**config.mk**
```make
export PLATFORM = sky130hd
export DESIGN_NAME = fsm_step_sequencer
export DESIGN_NICKNAME = d
export VERILOG_FILES = /design/src/rtl/fsm_seq_pkg.sv /design/src/rtl/seq_dwell_counter.sv /design/src/rtl/fsm_step_sequencer.sv
export SDC_FILE = /design/constraint.sdc
export NUM_CORES = 1
export LEC_CHECK = 0
export CORE_UTILIZATION = 30
export CTS_BUF_LIST = sky130_fd_sc_hd__clkbuf_8
export CTS_CLUSTER_SIZE = 10
export DETAILED_ROUTE_END_ITERATION = 8
export GPL_ROUTABILITY_DRIVEN = 0
export PLACE_DENSITY = 0.46
export SLEW_MARGIN = 5
export SYNTH_ARGS = -nofsm -noshare
export SYNTH_HDL_FRONTEND = slang
export SYNTH_SLANG_ARGS = --single-unit
export TNS_END_PERCENT = 20
```
**constraint.sdc**
```tcl
create_clock -name clk -period 2.1 [get_ports clk]
set_input_delay 0.315 -clock clk [delete_from_list [all_inputs] [get_ports clk]]
set_output_delay 0.315 -clock clk [all_outputs]
set_load 0.01 [all_outputs]
```
**src/rtl/fsm_seq_pkg.sv**
```systemverilog
`default_nettype none
// +------------------------------------------------------------------+
// | Module   : fsm_seq_pkg                                           |
// | Brief    : Shared top-state encodings for the step sequencer.    |
// | Revision : 1.0 - initial release                                 |
// +------------------------------------------------------------------+
package fsm_seq_pkg;

  localparam int TOP_W = 2;

  // Top-level FSM encodings; 2'd3 is unused and recovered to IDLE.
  localparam logic [TOP_W-1:0] ST_IDLE = 2'd0;
  localparam logic [TOP_W-1:0] ST_RUN  = 2'd1;
  localparam logic [TOP_W-1:0] ST_DONE = 2'd2;

endpackage : fsm_seq_pkg
`default_nettype wire

```
**src/rtl/seq_dwell_counter.sv**
```systemverilog
`default_nettype none
// +------------------------------------------------------------------+
// | Module   : seq_dwell_counter                                     |
// | Brief    : Per-step dwell counter. 'load' latches the dwell      |
// |            (0 treated as 1) and zeroes the count, 'clr' zeroes   |
// |            the count, 'en' advances it. 'expire' flags the last  |
// |            cycle of a step; the count then restarts at 0.        |
// | Revision : 1.0 - initial release                                 |
// +------------------------------------------------------------------+
module seq_dwell_counter
  import fsm_seq_pkg::*;
#(
  parameter int CNT_W = 8
) (
  input  logic             clk,
  input  logic             rst,
  input  logic             clr,
  input  logic             load,
  input  logic [CNT_W-1:0] dwell,
  input  logic             en,
  output logic             expire
);

  // lim holds effective dwell minus one, so the count never wraps.
  logic [CNT_W-1:0] cnt_q, cnt_d;
  logic [CNT_W-1:0] lim_q, lim_d;

  assign expire = en && (cnt_q == lim_q);

  // Next count/limit: load beats clear, clear beats counting.
  always_comb begin
    cnt_d = cnt_q;
    lim_d = lim_q;
    if (load) begin
      lim_d = (dwell == '0) ? '0 : dwell - 1'b1;
      cnt_d = '0;
    end else if (clr) begin
      cnt_d = '0;
    end else if (en) begin
      cnt_d = expire ? '0 : cnt_q + 1'b1;
    end
  end

  // Counter state registers.
  always_ff @(posedge clk) begin
    if (rst) begin
      cnt_q <= '0;
      lim_q <= '0;
    end else begin
      cnt_q <= cnt_d;
      lim_q <= lim_d;
    end
  end

endmodule : seq_dwell_counter
`default_nettype wire

```
**src/rtl/fsm_step_sequencer.sv**
```systemverilog
`default_nettype none
// +------------------------------------------------------------------+
// | Module   : fsm_step_sequencer                                    |
// | Brief    : Walks step indices 0..NUM_STATES-1, holding each for  |
// |            a latched dwell. Start/done handshake, abort, and     |
// |            recovery of illegal index/state encodings.            |
// |            Optional macro SEQ_LOOP_EN adds loop_i: a final-step  |
// |            expiry with loop_i=1 wraps to step 0 instead of DONE. |
// | Revision : 1.0 - initial release                                 |
// +------------------------------------------------------------------+
module fsm_step_sequencer
  import fsm_seq_pkg::*;
#(
  parameter  int NUM_STATES = 4,
  parameter  int CNT_W      = 8,
  localparam int IDX_W      = $clog2(NUM_STATES)
) (
  input  logic                  clk,
  input  logic                  rst,
  input  logic                  start_i,
  input  logic                  abort_i,
`ifdef SEQ_LOOP_EN
  input  logic                  loop_i,
`endif
  input  logic [CNT_W-1:0]      dwell_i,
  output logic                  busy_o,
  output logic [IDX_W-1:0]      state_o,
  output logic [NUM_STATES-1:0] state_onehot_o,
  output logic                  step_o,
  output logic                  done_o,
  output logic                  err_o
);

  localparam logic [IDX_W-1:0] C_IDX_LAST = IDX_W'(NUM_STATES - 1);

  logic [TOP_W-1:0]      state_q, state_d;
  logic [IDX_W-1:0]      idx_q, idx_d;
  logic                  busy_q, busy_d;
  logic [NUM_STATES-1:0] onehot_q, onehot_d;
  logic                  step_q, step_d;
  logic                  done_q, done_d;
  logic                  err_q, err_d;

  logic [NUM_STATES-1:0] idx_dec;
  logic                  idx_legal;
  logic                  loop_en;
  logic                  cnt_clr, cnt_load, cnt_en, cnt_expire;

  // An index is legal only if it decodes to one of the real steps.
  for (genvar i = 0; i < NUM_STATES; i++) begin : g_idx_dec
    assign idx_dec[i] = (idx_q == IDX_W'(i));
  end
  assign idx_legal = |idx_dec;

`ifdef SEQ_LOOP_EN
  assign loop_en = loop_i;
`else
  assign loop_en = 1'b0;
`endif

  assign cnt_en = (state_q == ST_RUN);

  seq_dwell_counter #(
    .CNT_W (CNT_W)
  ) u_dwell_cnt (
    .clk    (clk),
    .rst    (rst),
    .clr    (cnt_clr),
    .load   (cnt_load),
    .dwell  (dwell_i),
    .en     (cnt_en),
    .expire (cnt_expire)
  );

  // Next FSM state, step index, counter control and pulse outputs.
  always_comb begin
    state_d  = state_q;
    idx_d    = idx_q;
    step_d   = 1'b0;
    done_d   = 1'b0;
    err_d    = 1'b0;
    cnt_clr  = 1'b0;
    cnt_load = 1'b0;
    case (state_q)
      ST_IDLE: begin
        idx_d   = '0;
        cnt_clr = 1'b1;
        if (start_i && !abort_i) begin
          state_d  = ST_RUN;
          cnt_load = 1'b1;
        end
      end
      ST_RUN: begin
        if (abort_i) begin
          state_d = ST_IDLE;
          idx_d   = '0;
          cnt_clr = 1'b1;
        end else if (!idx_legal) begin
          idx_d   = '0;
          cnt_clr = 1'b1;
          err_d   = 1'b1;
        end else if (cnt_expire) begin
          if (idx_q != C_IDX_LAST) begin
            idx_d  = idx_q + IDX_W'(1);
            step_d = 1'b1;
          end else if (loop_en) begin
            idx_d  = '0;
            step_d = 1'b1;
            done_d = 1'b1;
          end else begin
            state_d = ST_DONE;
            idx_d   = '0;
            done_d  = 1'b1;
          end
        end
      end
      ST_DONE: begin
        state_d = ST_IDLE;
        idx_d   = '0;
        cnt_clr = 1'b1;
      end
      default: begin
        state_d = ST_IDLE;
        idx_d   = '0;
        cnt_clr = 1'b1;
        err_d   = 1'b1;
      end
    endcase
  end

  // Busy and one-hot outputs follow the next state so they register cleanly.
  always_comb begin
    busy_d   = (state_d == ST_RUN);
    onehot_d = '0;
    for (int i = 0; i < NUM_STATES; i++) begin
      if (busy_d && (idx_d == IDX_W'(i))) begin
        onehot_d[i] = 1'b1;
      end
    end
  end

  // State, index and output registers.
  always_ff @(posedge clk) begin
    if (rst) begin
      state_q  <= ST_IDLE;
      idx_q    <= '0;
      busy_q   <= 1'b0;
      onehot_q <= '0;
      step_q   <= 1'b0;
      done_q   <= 1'b0;
      err_q    <= 1'b0;
    end else begin
      state_q  <= state_d;
      idx_q    <= idx_d;
      busy_q   <= busy_d;
      onehot_q <= onehot_d;
      step_q   <= step_d;
      done_q   <= done_d;
      err_q    <= err_d;
    end
  end

  assign busy_o         = busy_q;
  assign state_o        = idx_q;
  assign state_onehot_o = onehot_q;
  assign step_o         = step_q;
  assign done_o         = done_q;
  assign err_o          = err_q;

endmodule : fsm_step_sequencer
`default_nettype wire
```
==> results of run 1 <==
## metrics by stage
step,cell area (um2),utilization [%],total power [mW]
after floorplan,1520,-,0.641
after global placement,1880,39.0,0.699
after detailed placement,1880,39.0,0.701
after CTS,1950,40.5,1.13
after global routing,1950,40.5,1.17
final,1950,40.5,1.11
## final timing paths
check,to,slack [ns],cells after the start
setup / recovery,state_onehot_o[3]$_SDFF_PP0_,0.14,6
hold / removal,u_dwell_cnt.lim_q[6]$_SDFFE_PP0P_,0.48,2
setup reg to reg,state_onehot_o[3]$_SDFF_PP0_,0.14,6
hold reg to reg,u_dwell_cnt.lim_q[6]$_SDFFE_PP0P_,0.48,2
## cell type report
| class | count | area, um2 | area share, % |
|---|---|---|---|
| clock inverters | 1 | 30.0 | 1.54 |
| repair buffers | 34 | 308 | 15.8 |
| flip-flops and latches | 28 | 561 | 28.7 |
| clock buffers | 3 | 41.3 | 2.12 |
| well taps | 67 | 83.8 | 4.30 |
| inverters | 6 | 22.5 | 1.15 |
| multi-input cells | 126 | 905 | 46.4 |
## cell usage in the layout, fill, tap and decap left out, drive strengths merged, types with 5 or more instances in the layout
master          n
a21oi           5
buf            13
clkdlybuf4s50  21
dfxtp          28
ha              6
inv             6
mux2i           6
nand2          15
nand3           7
nor2           11
nor3           14
xnor2          12
## registers in the layout, indices dropped and copies added (netlist names)
name,cells
step_o,1
u_dwell_cnt.lim_q,8
u_dwell_cnt.cnt_q,8
busy_o,1
done_o,1
state_onehot_o,4
state_o,2
state_q,2
err_o,1
## layer usage
layer	wire, um	up-vias	GRT usage [%]
met5	0	-	0
met4	25	0	3.70
met3	102	4	3.45
met2	1390	17	21.5
met1	1640	578	18.8
li1	-	659	-
## synthesized netlist by cell type (4+ instances only)
master	number	area, um2
a21oi_1	4	20.0
a22oi_1	4	30.0
dfxtp_1	28	561
ha_1	6	75.1
inv_1	6	22.5
mux2i_1	6	60.1
nand2_1	15	56.3
nand3_1	7	35.0
nor2_1	11	41.3
nor3_1	12	60.1
xnor2_1	12	105
xor2_1	4	35.0
## power by group through the flow
stage / clock network, mW / registers [mW] / logic (mW)
finish: 0.427 / 0.550 / 0.138
global route: 0.461 / 0.552 / 0.153
CTS: 0.443 / 0.550 / 0.139
detailed placement: 0 / 0.563 / 0.139
global placement: 0 / 0.563 / 0.136
floorplan: 0 / 0.562 / 0.0797
## cell families (layout without fill, tap and decap cells)
kind of cell | after synthesis | in the layout | synth area share [%]
buffers and inverters | 11 | 44 | 3.78
multiplexers | 8 | 8 | 5.42
AO/OA/AOI/OAI | 21 | 21 | 9.29
XOR/XNOR | 16 | 16 | 9.20
adder cells (fa/ha/maj) | 6 | 6 | 4.93
flip-flops | 28 | 28 | 36.8
AND/OR/NAND/NOR | 75 | 75 | 30.6
## critical path, stage by stage (launching register included)
cell and delay (ns):
dfxtp_1 0.46, inv_1 0.10, ha_1 0.20, or4_4 0.55, and4_1 0.33, nand3_1 0.13
mux2i_1 0.07
==> summary.txt, run 1 <==
Crit Path Class -> register to register
Register area share after synthesis -> 36.8%
Number of CTS-inserted buffers -> 3
Clock power share -> 38.3%
Antenna violations before repair -> 0
Switching Fraction -> 22.2%
Die W -> 73.2 um
Place WS -> -0.00884 ns
Final WL -> 3160 um
Vias in the first global route -> 1250
Placed cells -> 261
Cells after Synth -> 165
Antenna Cells -> 0
Root Buffer Master -> clkbuf_8
Fill cells -> 506
Routed Antenna Nets -> 0
CP Max Fanout -> 9
Average cell area after synthesis -> 9.23 um2
CP arrival -> 2.11 ns
Drt first pass iters -> 4
Period utilization -> 93.1%
Worst Tran Pin Value -> 0.448 ns
Hold_buf cts -> 0
Largest net degree at the start of global routing -> 17
Reg power frac -> 49.4%
Fraction of registers with async set/reset -> 0%
Top_reg_cell synth -> dfxtp_1
I/O pins -> 22
Crit. Startpoint -> state_o[1]$_SDFF_PP0_
IO Port Bufs -> 21
Post-layout min period -> 1.96 ns
Clock tree buffer depth -> 2
Fin. Hold Viols -> 0
Post-cts sizing count -> 0
Post-DP HPWL -> 2550 um
Post-CTS setup buffer count -> 0
Total leakage power -> 0.673 nW
Ys Warns -> 0
Post-Syn Nets -> 183
Gr ovfl total -> 0
Number of max-cap violations -> 0
Slack of the critical path -> 0.145 ns
Layout area overhead -> 28.1%
Core Region -> 4820 um2
Row count -> 25
Slew Limit Fails -> 0
First-pass GRT wire length -> 5710 um
NetSw -> 0.247 mW
Setup crit start kind -> register
Worst hold path startpoint -> u_dwell_cnt.lim_q[6]$_SDFFE_PP0P_
Logic pwr share -> 12.3%
TritonCTS clock tree -> built
Clock Skew -> 0.00297 ns
Clk slew on worst S/H paths -> 0.10 ns
EDFF count, synth -> 0
Number of vias per cell -> 4.75
Min Hold Slack -> 0.476 ns
Layout cells sized above 1 -> 15.7%
Clk sinks -> 28
Die ar. -> 5360 um2
RR Startpoint -> state_o[1]$_SDFF_PP0_
Slew margin rel. -> 70.1%
Worst skew pair latency -> 0.28 ns
CP required -> 2.26 ns
Setup TNS -> 0 ns
Final setup fails -> 0
Nets -> 217
Unrepaired setup endpoints after global routing -> no
Vias -> 1258
Die Y -> 73.2 um
Int Pwr -> 0.867 mW
Hold Crit Class -> register to register
Status -> completed
Final Non-Filler Cells -> 265
Cell variety after synth -> 44
Yosys reg bits -> 28
Synthesized area -> 1520 um2
GR Util All Layers -> 13.8%
PD cells -> 571 nW/um2
Peak supply drop -> 309 uV
Starting Density -> 31.6%
1st-iter DRT viols -> 63
DRC viols -> 0
FMAX -> 511 MHz
Avg WL per Cell -> 11.9 um
Crit. End Element -> register
H-tree depth -> 1
(Power assumes the default switching activity.)
==> run 2, diff against run 1 <==
--- a/config.mk
+++ b/config.mk
@@ -9,8 +9,9 @@
 export CTS_BUF_LIST = sky130_fd_sc_hd__clkbuf_8
 export CTS_CLUSTER_SIZE = 10
 export DETAILED_ROUTE_END_ITERATION = 8
+export DONT_BUFFER_PORTS = 1
 export GPL_ROUTABILITY_DRIVEN = 0
-export PLACE_DENSITY = 0.46
+export PLACE_DENSITY = 0.41
 export SLEW_MARGIN = 5
 export SYNTH_ARGS = -nofsm -noshare
 export SYNTH_HDL_FRONTEND = slang
==> summary.txt, run 2 (synthesized netlist as in run 1, its figures left out) <==
Die Y -> 73.2 um
Die ar. -> 5360 um2
Slack of the critical path -> 0.148 ns
Routed Antenna Nets -> 0
First-pass GRT wire length -> 5620 um
Unrepaired setup endpoints after global routing -> no
PD cells -> 634 nW/um2
Gr ovfl total -> 0
Hold Crit Class -> input pin to register
RR Startpoint -> state_o[0]$_SDFF_PP0_
Place WS -> 0.0445 ns
Post-Place Cell Area -> 1600 um2
Met2 routed WL -> 1310 um
Slew Limit Fails -> 0
Post-DP HPWL -> 2520 um
Crit Path Class -> register to register
FMAX -> 512 MHz
Met3 wire length -> 169 um
Starting Density -> 31.6%
Worst path slowest cell -> or4_4
Commonest cells after routing, fill and taps aside -> dfxtp_1, nand2_1, nor3_1, xnor2_1, nor2_1
Final WL -> 3200 um
Vias in the first global route -> 1164
GR Util All Layers -> 13.7%
CP arrival -> 2.11 ns
Most common cell after layout, fill and taps aside -> dfxtp_1
Antenna violations before repair -> 0
Worst hold path startpoint -> rst
Fin. Hold Viols -> 0
Clk slew on worst S/H paths -> 0.10 ns
Row count -> 25
Slew margin rel. -> 69.3%
Nets -> 187
Largest net degree at the start of global routing -> 17
Clock tree buffer depth -> 2
Final setup fails -> 0
R2r endpoint -> state_onehot_o[2]$_SDFF_PP0_
Die W -> 73.2 um
DRC viols -> 0
Hold Crit Endpoint -> state_q[1]$_SDFF_PP0_
Final Cell Area -> 1670 um2
Pwr Total -> 1.06 mW
Layout area overhead -> 9.94%
Total leakage power -> 0.553 nW
Number of CTS-inserted buffers -> 3
Setup TNS -> 0 ns
Min Hold Slack -> 0.0968 ns
CP required -> 2.26 ns
Peak supply drop -> 213 uV
Drt first pass iters -> 4
Clock Skew -> 0.00387 ns
CP Max Fanout -> 9
Setup crit start kind -> register
R2R Setup Slk -> 0.15 ns
TritonCTS clock tree -> built
Layout cells sized above 1 -> 13.7%
Crit. End Element -> register
Met1 WL -> 1700 um
1st-iter DRT viols -> 52
Root Buffer Master -> clkbuf_8
Number of max-cap violations -> 0
Status -> completed
IO Port Bufs -> 0
Core Region -> 4820 um2
I/O pins -> 22
H-tree depth -> 1
Avg WL per Cell -> 13.6 um
Clk sinks -> 28
Antenna Cells -> 0
Number of vias per cell -> 4.86
Worst Tran Pin Value -> 0.457 ns
Top Metal Used -> met4
Worst reg2reg path depth -> 6
Post-layout min period -> 1.95 ns
Critical-path cell list -> inv_1 > ha_1 > or4_4 > and4_1 > nand3_1 > mux2i_1
Worst hold stages -> 1
Period utilization -> 92.9%
Slowest cell delay on critical path -> 0.55 ns
Vias -> 1143
Hold_buf cts -> 0
Worst skew pair latency -> 0.27 ns
run 2: cell count changes in the layout (fill, tap and decap cells not counted):
cell,previous run,this run
clkdlybuf4s50_1,21,0
buf_4,13,4
dfxtp_1,28,27
dfxtp_2,0,1
run 2: layout make-up:
cell class              instances  area, um2
repair buffers                  4       30.0
clock inverters                 1       30.0
fillers                       534       3140
flip-flops and latches         28        562
multi-input cells             126        905
inverters                       6       22.5
well taps                      67       83.8
clock buffers                   3       41.3
run 2: stage by stage:
stage,util (%),cells
2_1_floorplan,-,165
3_3_place_gp,33.2,231
3_5_place_dp,33.2,231
4_1_cts,34.7,235
5_1_grt,34.8,235
6_report,34.8,235
run 2: worst max-delay path by stage:
stage                     slack, ns                            to             startpoint  cells past startpoint
after CTS                      0.03  state_onehot_o[2]$_SDFF_PP0_  state_o[0]$_SDFF_PP0_                      6
final                          0.15  state_onehot_o[2]$_SDFF_PP0_  state_o[0]$_SDFF_PP0_                      6
after floorplan                0.11  state_onehot_o[1]$_SDFF_PP0_  state_o[0]$_SDFF_PP0_                      6
after global placement         0.13  state_onehot_o[2]$_SDFF_PP0_  state_o[0]$_SDFF_PP0_                      6
after detailed placement       0.04  state_onehot_o[3]$_SDFF_PP0_  state_o[0]$_SDFF_PP0_                      6
after global routing           0.03         state_o[0]$_SDFF_PP0_  state_o[0]$_SDFF_PP0_                      6
run 2: metal layers:
metal | vias up | global-route usage (%)
li1 | 597 | -
met1 | 520 | 20.6
met2 | 22 | 18.9
met3 | 4 | 3.04
met4 | 0 | 4.58
met5 | - | 0
run 2: what timing repair did:
action	CTS	global route
gates resized for setup	0	1
endpoints found under the setup margin	0	6
buffers inserted	0	0
endpoints found under the hold margin	0	0
run 2: report_power, final:
group	leakage, nW	internal (mW)	switching, mW
sequential	0.227	0.542	0.00951
combinational	0.290	0.0382	0.0492
clock	0.0357	0.255	0.168
run 2: worst max-delay path, delay by kind of cell (launching register included):
family / cells / cell delay, ns
fa+ha+maj: 1 / 0.22
buf+inv: 1 / 0.13
flops: 1 / 0.42
simple gates: 3 / 0.99
mux: 1 / 0.08
